$ cat src/rtl/bias_feeder.sv
// Bias fetch sequencer: reads NUM_COLS signed 16-bit scalars from the unified
// buffer one at a time, then commits them to every bias column in one cycle.
//
// state  | meaning
// IDLE   | waiting for start
// REQ    | one-cycle UB read request for column idx
// WAIT   | waiting for the UB response for column idx
// COMMIT | all columns staged; waiting for the systolic array to go quiet
module bias_feeder #(
  parameter int NUM_COLS = 4,
  parameter int ADDR_W   = 16
) (
  input  logic                     clk,
  input  logic                     rst,
  input  logic                     start,
  input  logic [ADDR_W-1:0]        base_addr,
  output logic                     ub_rd_en,
  output logic [ADDR_W-1:0]        ub_rd_addr,
  input  logic [15:0]              ub_rd_data,
  input  logic                     ub_rd_valid,
  input  logic                     sys_valid_any,
  output logic [NUM_COLS*16-1:0]   bias_scalar_out,
  output logic [NUM_COLS-1:0]      bias_load_en,
  output logic                     load_new_bias,
  output logic                     busy,
  output logic                     done
);

  localparam int IDX_W = (NUM_COLS > 1) ? $clog2(NUM_COLS) : 1;
  localparam logic [IDX_W-1:0] LAST_IDX = IDX_W'(NUM_COLS - 1);

  typedef enum logic [1:0] {
    IDLE   = 2'd0,
    REQ    = 2'd1,
    WAIT   = 2'd2,
    COMMIT = 2'd3
  } state_t;

  state_t                       state_q, state_d;
  logic [IDX_W-1:0]             idx_q, idx_d;
  logic [ADDR_W-1:0]            addr_q, addr_d;
  logic [NUM_COLS-1:0][15:0]    stage_q, stage_d;
  logic                         rd_en_q, rd_en_d;
  logic [ADDR_W-1:0]            rd_addr_q, rd_addr_d;
  logic [NUM_COLS-1:0]          load_en_q, load_en_d;
  logic                         lnb_q, lnb_d;
  logic                         done_q, done_d;
  logic                         busy_q, busy_d;

  always_ff @(posedge clk or posedge rst) begin
    if (rst) begin
      state_q   <= IDLE;
      idx_q     <= '0;
      addr_q    <= '0;
      stage_q   <= '0;
      rd_en_q   <= 1'b0;
      rd_addr_q <= '0;
      load_en_q <= '0;
      lnb_q     <= 1'b0;
      done_q    <= 1'b0;
      busy_q    <= 1'b0;
    end else begin
      state_q   <= state_d;
      idx_q     <= idx_d;
      addr_q    <= addr_d;
      stage_q   <= stage_d;
      rd_en_q   <= rd_en_d;
      rd_addr_q <= rd_addr_d;
      load_en_q <= load_en_d;
      lnb_q     <= lnb_d;
      done_q    <= done_d;
      busy_q    <= busy_d;
    end
  end

  // Outputs are registered from the next state, so a request is on the bus
  // exactly while the FSM sits in REQ and the commit pulse lines up with IDLE.
  always_comb begin
    state_d   = state_q;
    idx_d     = idx_q;
    addr_d    = addr_q;
    stage_d   = stage_q;
    rd_en_d   = 1'b0;
    rd_addr_d = rd_addr_q;
    load_en_d = '0;
    lnb_d     = 1'b0;
    done_d    = 1'b0;

    unique case (state_q)
      IDLE: begin
        if (start) begin
          addr_d    = base_addr;
          idx_d     = '0;
          state_d   = REQ;
          rd_en_d   = 1'b1;
          rd_addr_d = base_addr;
        end
      end
      REQ: begin
        state_d = WAIT;
      end
      WAIT: begin
        if (ub_rd_valid) begin
          stage_d[idx_q] = ub_rd_data;
          if (idx_q == LAST_IDX) begin
            state_d = COMMIT;
          end else begin
            idx_d     = idx_q + IDX_W'(1);
            addr_d    = addr_q + ADDR_W'(1);
            state_d   = REQ;
            rd_en_d   = 1'b1;
            rd_addr_d = addr_q + ADDR_W'(1);
          end
        end
      end
      COMMIT: begin
        if (!sys_valid_any) begin
          load_en_d = '1;
          lnb_d     = 1'b1;
          done_d    = 1'b1;
          state_d   = IDLE;
        end
      end
      default: begin
        state_d = IDLE;
      end
    endcase

    busy_d = (state_d != IDLE);
  end

  assign ub_rd_en        = rd_en_q;
  assign ub_rd_addr      = rd_addr_q;
  assign bias_scalar_out = stage_q;
  assign bias_load_en    = load_en_q;
  assign load_new_bias   = lnb_q;
  assign done            = done_q;
  assign busy            = busy_q;

endmodule
$ cat config.mk
export PLATFORM = sky130hd
export DESIGN_NAME = bias_feeder
export DESIGN_NICKNAME = d
export VERILOG_FILES = /design/src/rtl/bias_feeder.sv
export SDC_FILE = /design/constraint.sdc
export NUM_CORES = 1
export LEC_CHECK = 0
export BUFFER_PORTS_ARGS = -buffer_cell sky130_fd_sc_hd__buf_2
export CORE_MARGIN = 8
export CORE_UTILIZATION = 45
export CTS_CLUSTER_SIZE = 12
export DETAILED_ROUTE_END_ITERATION = 8
export PLACE_DENSITY = 0.68
export REMOVE_ABC_BUFFERS = 1
export SYNTH_ARGS = -nofsm -noshare
export SYNTH_HDL_FRONTEND = slang
export SYNTH_SLANG_ARGS = --single-unit
$ cat constraint.sdc
create_clock -name clk -period 2.6 [get_ports clk]
set_clock_uncertainty 0.05 [all_clocks]
set_input_delay 0 -clock clk [delete_from_list [all_inputs] [get_ports clk]]
set_output_delay 0 -clock clk [all_outputs]
set_load 0.1 [all_outputs]
# == After elaboration in Yosys (flattened, before gate mapping) ==
# Cells that the tools add are included.
# word_totals
output_inout_bits,88
inputBits,37
register_bits,91
wordCells,52
# classes
n_addsub,2
eq_ne,7
n_lt_le_gt_ge,2
mux,24
n_reduce_logical,6
# ops
cell,count
$bwmux W64,1
$mux W16,4
$demux W16 S2,1
$pmux W16 S2,1
$add A16 B1 Y16 const B,1
$mux W2,7
$mux W4,2
$pmux W2 S4,1
$eq A2 B2 Y1 const B,3
$ne A2 B2 Y1 const B,3
$mux W1,5
$pmux W2 S2,1
$reduce_and A4 Y1,1
$reduce_bool A2 Y1,2
$lt A2 B3 Y1 const B,1
$add A2 B1 Y2 const B,1
$eq A2 B1 Y1 const B,1
$ge A2 B1 Y1 const B,1
$logic_not A2 Y1,1
$pmux W1 S2,1
$reduce_and A2 Y1,1
$logic_and A1 B1 Y1,1

# == Logic depth before layout (Yosys ltp) ==
# Gate-level depths: netlist (run 1).
# depth
word_depth,5
depth_mapped,7
depth_no_buf,6

# == Least setup slack after synthesis (run 1) ==
# No wires, ideal clock.
# synth_path
path_type,register to register
startpoint,"register, netlist name ub_rd_addr[0]"
endpoint,register rd_addr_q[12] (netlist: ub_rd_addr[12])
path_buffers,0
path_slack_ns,0.220
required_time_ns,2.477
path_stages_with_launch,6
t_arrival_ns,2.257
cell_sequence,dfrtp_1 -> ha_1 -> nand3_2 -> or4_1 -> a21oi_1 -> a2bb2oi_2
# synth_rtl
element,line_no,source
"end signal, assigned",68,rd_addr_q <= rd_addr_d;
"end, declared",44,"logic [ADDR_W-1:0] rd_addr_q, rd_addr_d;"

# == Worst setup path in the final report (run 1) ==
# layout_path
startpoint,register state_q[1]
endpoint,register rd_addr_q[8] (netlist: ub_rd_addr[8])
# layout_via
elab_chain_cells,3
elab_cells_between_ends,8
# layout_lines
element,line_no,source
"start, declared",39,"state_t state_q, state_d;"
"start signal, assigned",63,state_q <= state_d;
$eq A2 B2 Y1 / $logic_not A2 Y1 (equally long branches),89,unique case (state_q)
$ne A2 B2 Y1 (no source line) / $reduce_bool A2 Y1 (equally long branches),--,
$reduce_and A4 Y1 (no source line),--,
# Several ways; a longest one is shown, not always the timed one.
# A chain may end at the register's enable or synchronous reset.

==> results.yml, run 1 <==
placement:
  hpwl_um: 6710
  pre_cts_ws_ns: 0.693
  port_buffers: 124
  place.gp.congestion: 0.819
detailed_routing:
  wirelength_um: 9510
  firstDrtPassIters: 4
  drt_iter0_drc: 121
  via_per_inst: 5.16
  avgRoutedWirePerCell_um: 17.1
  drcViolationCount: 0
  antenna_left: 0
  num_vias: 2871
floorplan:
  start_util: 0.462
  die_h_um: 110
  ioPinCount: 125
  num_rows: 34
  core_mm2: 0.00868
  die-width_um: 110
  dieArea_mm2: 0.0122
outcome:
  outcome: "complete, no violations"
yosys:
  ys_seq_elements: 87
  synth_area_mm2: 0.00401
  yosys.area.top_type: "dfrtp_1"
  synth_top_cells_by_count: "dfrtp_1, mux2_4, mux2_2"
  ys_top_cells_by_area: "dfrtp_1, mux2_4, mux2_2"
  yosysUniqueCellTypes: 48
  synth_edf_count: 0
  yosysWarningCount: 0
  syn_inst: 292
  avgSynthCellArea_um2: 13.7
  netlist.area_leader.share: 0.543
  async_flop_share: 1.00
  synth.most_common_cell: "dfrtp_1"
  ys_dominant_reg_cell: "dfrtp_1"
  seq_area_frac_synth: 0.543
grt:
  gr-total-overflow: 0
  grtUsageTotal: 0.156
  grt_pass1_wl_um: 16000
  grt_pass1_vias: 3066
  grt_max_degree: 49
  antenna_found_initial: 0
sta:
  tns_ns: 0
  rsz0062_at_grt: "false"
  setup_violations: 0
  slew-limit-headroom: 0.523
  worst_pin_slew_ns: 0.715
  final_max_slew_viol_count: 0
  period_needed_ns: 1.94
  fin_ws_ns: 0.661
  fin_crit_sh: 0.746
  max_freq_mhz: 516
  finalHoldViolations: 0
cells_and_area:
  fin_nets: 485
  drive_gt1_frac: 0.491
  n_antenna_cell: 0
  fillCellCount: 709
  syn_to_final_growth_pct: 28.9
clock_network:
  root_buffer: "clkbuf_8"
  cts_inserted_buffers: 9
  cts_tree: "built"
  clock_sinks: 87
  path_clk_slew_ns: 0.08
  ctsResizeCount: 0
  h-tree-depth: 3
  clk_latency_ns: 0.34
  clk_path_buf_depth: 2
min_path:
  min_path_type: "in2reg"
  hold_depth: 3
worst_setup_path:
  reg2reg_slack_ns: 0.66
  worstSetupPathType: "reg2reg"
  worstPathRequired_ns: 2.76
  worstSetupEndpointType: "register"
  critPathArrivalTime_ns: 2.10
  critical_path_peak_fanout: 24
  critPathLaunchType: "register"
  reg2reg_depth: 5
run:
  maxCapViolCount: 0
[final timing paths]
path | to | start
worst max-delay path | ub_rd_addr[8] | state_q[1]
worst min-delay path | state_q[0] | start
worst max register to register | ub_rd_addr[8] | state_q[1]
worst min register to register | bias_scalar_out[56] | bias_scalar_out[56]
max in group asynchronous | bias_scalar_out[10] | rst
min in group asynchronous | ub_rd_addr[1] | rst
[sequential cells by signal, summed over array words and instances, names as in the netlist]
name,count
ub_rd_en,1
idx_q,2
state_q,2
ub_rd_addr,16
bias_scalar_out,64
busy,1
bias_load_en,1
[kinds of logic (layout without fill, tap and decap cells)]
| family | Yosys count | in the layout | synth area share |
|---|---|---|---|
| AO/OA/AOI/OAI | 51 | 51 | 0.0805 |
| adder cells (fa/ha/maj) | 5 | 5 | 0.0156 |
| buffers and inverters | 24 | 180 | 0.0440 |
| flip-flops | 87 | 87 | 0.543 |
| multiplexers | 67 | 67 | 0.225 |
| AND/OR/NAND/NOR | 58 | 58 | 0.0926 |
[cell usage in the layout, fill, tap and decap left out, types with 2 or more instances in the layout]
cell	count
a21oi_1	20
o22ai_1	3
o21ai_1	3
clkinv_2	3
mux2_2	25
a41o_1	2
dlygate4sd3_1	34
a2bb2oi_1	2
nand4_1	2
nand3_2	2
nor2_1	9
inv_1	2
mux2_4	40
clkbuf_8	10
nand2_1	13
nand3_4	4
o21ai_0	9
dfrtp_1	87
o22a_1	2
o32ai_1	2
ha_1	5
and3_1	4
buf_2	124
nor3_1	3
mux2i_1	2
nand3_1	9
[worst max-delay path: stages (launching register included)]
cell and delay (ns):
dfrtp_1 0.45, nor2b_2 0.50, buf_4 0.36, nand3_1 0.12
o32ai_1 0.24, a2bb2oi_1 0.10
[routing by layer]
layer / routed length (um) / track usage / vias up
met5: 0 / 0 / -
met4: 102 / 0.0450 / 0
met3: 729 / 0.0547 / 12
met2: 4290 / 0.240 / 111
met1: 4400 / 0.203 / 1391
li1: - / - / 1357
[area by class of cell]
cell class	instances	area (um^2)	share of cell area
clock buffers	11	141	0.0273
repair buffers	160	988	0.191
multi-input cells	181	1660	0.321
well taps	108	135	0.0261
inverters	4	16.3	0.00314
flip-flops and latches	87	2180	0.421
clock inverters	5	56.3	0.0109
[through the flow]
stage	utilization	hold slack, ns	std cells	instance area [um^2]
after floorplan	-	0.0269	272	3850
final	0.596	0.0851	556	5170
after global placement	0.534	0.0805	506	4640
after global routing	0.596	0.0753	556	5170
after detailed placement	0.534	0.0901	506	4640
after CTS	0.596	0.0701	556	5170
[timing repair]
item / in CTS / in global routing
endpoints found under the hold margin: 122 / 0
hold buffers: 34 / 0
buffers inserted: 0 / 0
Power of run 1 is left out: the tool's default activity adds up to more than one toggle a clock period on the data nets, which glitch-free logic cannot reach.
==> inputs of run 2 (changes only) <==
clock period = 1.8 ns   (was 2.6 ns; I/O delays follow)
==> results.yml, run 2 (same netlist as run 1, synthesis figures left out) <==
grt:
  gr-total-overflow: 0
  antenna_found_initial: 0
  grt_pass1_wl_um: 16600
  grt_max_degree: 88
  grtUsageTotal: 0.162
  grt_pass1_vias: 3145
floorplan:
  core_mm2: 0.00868
  die_h_um: 110
  ioPinCount: 125
  num_rows: 34
  start_util: 0.462
  die-width_um: 110
  dieArea_mm2: 0.0122
cells_and_area:
  final_area_mm2: 0.00528
  final_common_cell: "buf_2"
  syn_to_final_growth_pct: 31.6
  n_antenna_cell: 0
  fin_nets: 495
  drive_gt1_frac: 0.508
  largest_register_ffs: 64
  finish.utilization: 0.608
  mostFrequentLayoutCells: "buf_2, dfrtp_1, mux2_4"
sta:
  fin_crit_sh: 0.956
  final_max_slew_viol_count: 0
  tns_ns: 0
  fin_ws_ns: 0.0794
  slew-limit-headroom: 0.605
  worst_pin_slew_ns: 0.593
  max_freq_mhz: 581
  period_needed_ns: 1.72
  setup_violations: 0
  rsz0062_at_grt: "false"
  finalHoldViolations: 0
worst_setup_path:
  critical_path.cell_chain: "nor2b_2, buf_4, nand3_4, mux2_4"
  reg2reg_depth: 4
  worstSetupPathDepth: 4
  critPathArrivalTime_ns: 1.89
  worstSetupEndpointType: "register"
  timing.rr.start: "state_q[1]"
  critPathLaunchType: "register"
  cp_top_family: "simple AND/OR/NAND/NOR gates"
  critical_path_peak_fanout: 16
  worstPathRequired_ns: 1.97
  slowest_delay_ns: 0.46
  r2r-end: "bias_scalar_out[9]"
  reg2reg_slack_ns: 0.08
  crit_buf_inv: 1
  worstSetupPathType: "reg2reg"
  crit_slowest_cell: "dfrtp_1"
detailed_routing:
  drt_iter0_drc: 107
  antenna_left: 0
  num_vias: 2920
  avgRoutedWirePerCell_um: 17.5
  drcViolationCount: 0
  firstDrtPassIters: 5
  wirelength_um: 9870
  via_per_inst: 5.17
placement:
  place.gp.congestion: 0.876
  hpwl_um: 6840
  port_buffers: 124
  dpl-instance-area_mm2: 0.00470
  pre_cts_ws_ns: 0.0299
clock_network:
  clk_path_buf_depth: 2
  cts_tree: "built"
  cts_inserted_buffers: 9
  path_clk_slew_ns: 0.08
  root_buffer: "clkbuf_8"
  clk_latency_ns: 0.34
  clock_sinks: 87
  h-tree-depth: 3
run:
  maxCapViolCount: 0
min_path:
  min_path_type: "in2reg"
  min_delay_worst_endpoint: "state_q[1]"
  hp-start: "ub_rd_valid"
  hold_depth: 4
outcome:
  outcome: "complete, no violations"
## run 2: changes by cell type in the layout (fill, tap and decap cells not counted), sizes merged
cell / before / now
clkbuf: 11 / 10
buf: 126 / 136
bufinv: 1 / 2
clkinv: 3 / 2
## run 2: cell type report
cell class,instances,area [um^2]
clock buffers,10,128
clock inverters,5,81.3
fillers,715,3400
inverters,4,18.8
multi-input cells,181,1680
flip-flops and latches,87,2180
well taps,108,135
repair buffers,170,1060
## run 2: worst max-delay path by stage
stage                    startpoint             endpoint  slack (ns)
floorplan           bias_load_en[2]      bias_load_en[0]       -2.11
global placement      ub_rd_addr[0]       ub_rd_addr[12]        0.07
detailed placement    ub_rd_addr[0]       ub_rd_addr[12]        0.03
CTS                   ub_rd_addr[1]       ub_rd_addr[12]        0.03
global route             state_q[1]  bias_scalar_out[57]        0.01
finish                   state_q[1]   bias_scalar_out[9]        0.08
## run 2: worst register-to-register path: cells and delay by family, from the launching register on
family	cells	cell delay [ns]
buffers and inverters	1	0.19
flip-flops	1	0.46
multiplexers	1	0.41
AND/OR/NAND/NOR	2	0.51
## run 2: metal layers
layer / global-route usage / up-vias / share of wire
met3: 0.0525 / 9 / 0.080
met2: 0.253 / 121 / 0.46
met5: 0 / - / 0
met1: 0.208 / 1420 / 0.45
li1: - / 1370 / -
met4: 0.0495 / 0 / 0.0083
## run 2: what timing repair did
item | CTS | global route
buffers inserted | 1 | 0
hold endpoints to repair | 170 | 0
resized for setup | 0 | 6
hold buffers | 34 | 0
setup endpoints to repair | 1 | 4
pin swaps | 0 | 0
## run 2: stage by stage
step,instances,hold WS [ns]
finish,565,0.141
floorplan,272,0.0269
global route,565,0.177
CTS,565,0.127
global placement,515,0.0816
detailed placement,515,0.0891
Power of run 2 is left out for the same reason.
